File: config.mk
export PLATFORM = sky130hd
export DESIGN_NAME = fetch_unit
export DESIGN_NICKNAME = d
export VERILOG_FILES = /design/src/rtl/fetch_unit.sv
export SDC_FILE = /design/constraint.sdc
export NUM_CORES = 1
export LEC_CHECK = 0
export ABC_AREA = 0
export CELL_PAD_IN_SITES_DETAIL_PLACEMENT = 1
export CELL_PAD_IN_SITES_GLOBAL_PLACEMENT = 2
export CORE_AREA = 3 3 113 170
export DETAILED_ROUTE_END_ITERATION = 7
export DIE_AREA = 0 0 116 173
export MAX_ROUTING_LAYER = met4
export PLACE_DENSITY = 0.94
export SETUP_SLACK_MARGIN = 0.05
export SYNTH_ARGS = -nofsm -noshare
export SYNTH_HDL_FRONTEND = slang
export SYNTH_SLANG_ARGS = --single-unit
export TNS_END_PERCENT = 5
File: constraint.sdc
create_clock -name clk -period 3.9 [get_ports clk]
set_clock_uncertainty 0.1 [all_clocks]
set_input_delay 0.39 -clock clk [delete_from_list [all_inputs] [get_ports clk]]
set_output_delay 0.39 -clock clk [all_outputs]
set_load 0.05 [all_outputs]
File: src/rtl/fetch_unit.sv
// Instruction-fetch control: drives the PC's next-address/hold inputs and owns the IF/ID register.
// Optional performance counters are enabled with FETCH_PERF_CNT_EN.
module fetch_unit #(
    parameter logic [31:0] RESET_VECTOR = 32'h0000_0000,
    parameter logic [31:0] NOP_INSTR    = 32'h0000_0000
) (
    input  logic        clk,
    input  logic        reset,
    input  logic [31:0] pc_address,
    input  logic [31:0] instr_in,
    input  logic        stall,
    input  logic        branch_taken,
    input  logic [31:0] branch_target,
    input  logic        jump,
    input  logic [31:0] jump_target,
    output logic [31:0] pc_next,
    output logic        pc_hold,
    output logic [31:0] if_id_instr,
    output logic [31:0] if_id_pc4,
    output logic        if_id_valid
`ifdef FETCH_PERF_CNT_EN
    ,
    output logic [31:0] perf_fetched,
    output logic [31:0] perf_stall_cycles,
    output logic [31:0] perf_flushes
`endif
);

    typedef enum logic {BOOT, RUN} state_t;

    state_t      state_q, state_d;
    logic [31:0] instr_q, instr_d;
    logic [31:0] pc4_q, pc4_d;
    logic        valid_q, valid_d;

    logic [31:0] pc_plus4;
    logic        run;
    logic        redirect;
    logic        stall_run;
    logic        normal;

    assign pc_plus4  = pc_address + 32'd4;
    assign run       = (state_q == RUN);
    assign redirect  = run && (branch_taken || jump);
    assign stall_run = run && !redirect && stall;
    assign normal    = run && !redirect && !stall;

    always_comb begin
        state_d = state_q;
        instr_d = instr_q;
        pc4_d   = pc4_q;
        valid_d = valid_q;
        pc_next = pc_plus4;
        pc_hold = 1'b0;
        case (state_q)
            BOOT: begin
                // Inputs from ID/hazard logic are meaningless until the first fetch.
                pc_next = RESET_VECTOR;
                state_d = RUN;
            end
            RUN: begin
                if (redirect) begin
                    pc_next = branch_taken ? branch_target : jump_target;
                    instr_d = NOP_INSTR;
                    pc4_d   = 32'd0;
                    valid_d = 1'b0;
                end else if (stall) begin
                    pc_hold = 1'b1;
                end else begin
                    instr_d = instr_in;
                    pc4_d   = pc_plus4;
                    valid_d = 1'b1;
                end
            end
            default: state_d = BOOT;
        endcase
    end

    always_ff @(posedge clk or posedge reset) begin
        if (reset) begin
            state_q <= BOOT;
            instr_q <= NOP_INSTR;
            pc4_q   <= 32'd0;
            valid_q <= 1'b0;
        end else begin
            state_q <= state_d;
            instr_q <= instr_d;
            pc4_q   <= pc4_d;
            valid_q <= valid_d;
        end
    end

    assign if_id_instr = instr_q;
    assign if_id_pc4   = pc4_q;
    assign if_id_valid = valid_q;

`ifdef FETCH_PERF_CNT_EN
    logic [31:0] fetched_q, stalls_q, flushes_q;

    // Counters saturate rather than wrap so long runs never report small numbers.
    always_ff @(posedge clk or posedge reset) begin
        if (reset) begin
            fetched_q <= 32'd0;
            stalls_q  <= 32'd0;
            flushes_q <= 32'd0;
        end else begin
            if (normal && fetched_q != 32'hFFFF_FFFF)
                fetched_q <= fetched_q + 32'd1;
            if (stall_run && stalls_q != 32'hFFFF_FFFF)
                stalls_q <= stalls_q + 32'd1;
            if (redirect && flushes_q != 32'hFFFF_FFFF)
                flushes_q <= flushes_q + 32'd1;
        end
    end

    assign perf_fetched      = fetched_q;
    assign perf_stall_cycles = stalls_q;
    assign perf_flushes      = flushes_q;
`else
    logic unused_run_flags;
    assign unused_run_flags = stall_run ^ normal;
`endif

endmodule

==> results_dict.tcl <==
set metrics [dict create \
    status "finished, final reports clean" \
    holdPathStages 2 \
    synth_top_cell_by_area "sky130_fd_sc_hd__dfrtp_1" \
    setup_total_negative_slack_ns 0 \
    path_clk_slew_ns 0.05 \
    syn_inst 462 \
    worst_slew_pin_slew_ns 0.952 \
    fmaxAchievable_ghz 0.298 \
    yosysWarningCount 0 \
    grt_start_max_net_pins 50 \
    hold_buffers 0 \
    ctsHtreeMaxLevel 3 \
    grt-ovfl-total 0 \
    endpoint_kind "output pin" \
    max_cap_viol_count 0 \
    synth_most_common_cell "sky130_fd_sc_hd__nand2_1" \
    first_pass_grt_wire_length_mm 25.7 \
    timing.final.crit_share_pct 86.1 \
    clk-insertion-delay-late_ns 0.32 \
    drt_iter0_drc 206 \
    synth-async-reset-ratio_pct 100 \
    clock_buffers_created_by_tritoncts 9 \
    critPathBufInv 2 \
    hpwl_mm 13.4 \
    powerDensity_nw_per_um2 353 \
    finalHoldViolCount 0 \
    vias_per_cell 4.58 \
    grt_setup_unrepaired "no" \
    setup_viol 0 \
    clk_buf_depth 2 \
    comb_power_share_pct 33.4 \
    post_cts.repair.setup_buffers 0 \
    timing.slew.headroom_pct 36.5 \
    critPathKind "input port to output pin" \
    fraction_of_final_layout_cells_with_drive_strength_greater_than_1_pct 10.4 \
    drt-total-wl_mm 16.8 \
    synthesis.nets 596 \
    initial_antenna_violation_count 0 \
    antenna_cells_inserted 0 \
    post_synth_num_cell_types 43 \
    layout_min_cycle_time_ns 3.36 \
    ys_ff_latch 66 \
    synth_top_area_share_pct 44.3 \
    design.core.area_um2 17900 \
    tritoncts "yes" \
    design_power_total_mw 2.43 \
    post_synth_instance_area_um2 3720 \
    synth-main-ff-cell "sky130_fd_sc_hd__dfrtp_1" \
    floorplan.die_area_um2 20100 \
    synth_enable_flop_cells 0 \
    cp.arrival_ns 2.87 \
    post_synth.cell_area_avg_um2 8.06 \
    final_antenna_net_count 0 \
    final.hold.worst_slack_ns 0.374 \
    port-buffer-count 230 \
    timing.critical_path.max_delay_family "simple AND/OR/NAND/NOR gates" \
    worst_ir_drop_vdd_mv 0.156 \
    area_growth_pct 84.6 \
    critical_path_depth 8 \
    route.vias.total 4181 \
    slew_violations 0 \
    critical_path.slowest_cell "sky130_fd_sc_hd__clkdlybuf4s50_1" \
    netSwitchingPower_uw 813 \
    clock_network_fraction_of_total_power_pct 35.5 \
    leakagePower_nw 2.78 \
    setup.worst_path.start_class "input port" \
    cp_slowest_stage_delay_ns 0.55 \
    drc 0 \
    place_congestion 0.788 \
    floorplan.io_pins 231 \
    ys_seq_area_share_pct 44.3 \
    global_route_usage_over_all_layers_pct 17.0 \
    power.share.sequential_pct 31.1 \
    routedWlPerCell_um 18.4 \
    layout.filler_cells 2070 \
    cts_resized 0 \
    first_global_vias 4497 \
    critical_path_required_ns 3.41 \
    dieWidth_um 116 \
    fp.dieH_um 173 \
    nets 824 \
    cts_sinks 66 \
    crit_path_max_fanout 10 \
    worst_r2r_path_depth 4 \
    ranking_of_synthesized_cells_by_area "sky130_fd_sc_hd__dfrtp_1, sky130_fd_sc_hd__nand2_1, sky130_fd_sc_hd__o21ai_0" \
    crit_path_cell_trace "clkdlybuf4s50_1, ha_1, nand4_2, nor3_4, nand4_1, xor2_1, o21ai_0, buf_12" \
    synth.top_cells.by_count "sky130_fd_sc_hd__nand2_1, sky130_fd_sc_hd__dfrtp_1, sky130_fd_sc_hd__o21ai_0" \
    cell_internal_pwr_mw 1.61 \
    sw_share_pct 33.5 \
    drt_first_pass_iters 4 \
    core.rowCount 60 \
    clock_tree.root_cell "sky130_fd_sc_hd__clkbuf_16" \
    hold_path_class "flip-flop to flip-flop" \
    initial_utilization_pct 20.8 \
]
## layout make-up
class                           count  area (µm²)  area share, %
Timing Repair Buffer              246        2670           38.9
Multi-Input combinational cell    356        1920           28.0
Clock inverter                      4        48.8          0.710
Inverter                           11        42.5          0.619
Tap cell                          217         272           3.95
Clock buffer                       12         267           3.88
Sequential cell                    66        1650           24.0
## worst register-to-register path, cell delays in order, from the launching register on
cell and delay, ns:
sky130_fd_sc_hd__dfrtp_1 0.37, sky130_fd_sc_hd__buf_4 0.19, sky130_fd_sc_hd__nand2_4 0.36, sky130_fd_sc_hd__buf_4 0.33
sky130_fd_sc_hd__o21ai_0 0.13
## cell families (layout without fill, tap and decap cells)
family | Yosys count | count (layout) | synth area share, %
other cells | 1 | 1 | 0.101
xor+xnor | 25 | 25 | 5.88
mux | 6 | 6 | 1.68
simple gates | 198 | 198 | 24.0
flops | 66 | 66 | 44.3
compound gates | 125 | 125 | 19.2
fa+ha+maj | 1 | 1 | 0.336
buf+inv | 40 | 273 | 4.47
## placed cells by master (no fill, tap or decap), types with 3 or more instances in the layout
| cell type | instances |
|---|---|
| sky130_fd_sc_hd__inv_1 | 9 |
| sky130_fd_sc_hd__nor3b_1 | 6 |
| sky130_fd_sc_hd__mux2i_1 | 4 |
| sky130_fd_sc_hd__xor2_1 | 15 |
| sky130_fd_sc_hd__and2_1 | 3 |
| sky130_fd_sc_hd__buf_12 | 26 |
| sky130_fd_sc_hd__a211o_1 | 4 |
| sky130_fd_sc_hd__buf_4 | 18 |
| sky130_fd_sc_hd__o31ai_1 | 3 |
| sky130_fd_sc_hd__a21oi_1 | 17 |
| sky130_fd_sc_hd__o21ai_0 | 66 |
| sky130_fd_sc_hd__and3_1 | 3 |
| sky130_fd_sc_hd__o22ai_1 | 9 |
| sky130_fd_sc_hd__o21ai_1 | 6 |
| sky130_fd_sc_hd__clkdlybuf4s50_1 | 201 |
| sky130_fd_sc_hd__xnor2_1 | 10 |
| sky130_fd_sc_hd__nor2_1 | 25 |
| sky130_fd_sc_hd__clkbuf_8 | 3 |
| sky130_fd_sc_hd__nand2_1 | 123 |
| sky130_fd_sc_hd__dfrtp_1 | 66 |
| sky130_fd_sc_hd__a211oi_1 | 5 |
| sky130_fd_sc_hd__nand4_1 | 7 |
| sky130_fd_sc_hd__clkinv_2 | 3 |
| sky130_fd_sc_hd__nand3_1 | 15 |
| sky130_fd_sc_hd__nor3_1 | 5 |
| sky130_fd_sc_hd__a22oi_1 | 7 |
| sky130_fd_sc_hd__clkbuf_16 | 9 |
## metal layers
layer | global-route usage (%) | part of all wire (%) | wire length [µm]
met1 | 18.9 | 40 | 6720
met5 | - | 0 | 0
met2 | 30.4 | 54 | 9020
met4 | 5.95 | 2.0 | 340
met3 | 2.28 | 4.2 | 712
## final timing paths
kind | slack (ns) | start | end
min in group asynchronous | 0.46 | reset | if_id_instr[10]
worst min register to register | 0.37 | if_id_instr[13] | if_id_instr[13]
max in group asynchronous | 2.41 | reset | if_id_instr[22]
worst max register to register | 2.29 | run | if_id_instr[14]
worst max-delay path | 0.54 | pc_address[2] | pc_next[28]
worst min-delay path | 0.37 | if_id_instr[13] | if_id_instr[13]
## power by group through the flow
stage          sequential, mW  clock [mW]  combinational (mW)
6_report                0.754       0.862               0.811
3_3_place_gp            0.764           0               0.812
2_1_floorplan           0.926           0               0.242
4_1_cts                 0.754       0.896               0.822
3_5_place_dp            0.767           0               0.819
5_1_grt                 0.759       0.922               0.858
## stage by stage
stage                     worst slack, ns  utilization, %  instances  cell area (µm²)
after detailed placement            0.520            36.7        896             6560
final                               0.542            38.5        912             6880
after global placement              0.579            36.7        896             6560
after CTS                           0.520            38.5        912             6880
after global routing                0.328            38.5        912             6880
after floorplan                     0.799               -        462             3720
## flip-flops by register name, indices dropped and copies added, names as in the netlist
signal and count:
run 1, if_id_instr 32, if_id_pc4 32, if_id_valid 1
Note: power is estimated with default switching activity, not from simulation.
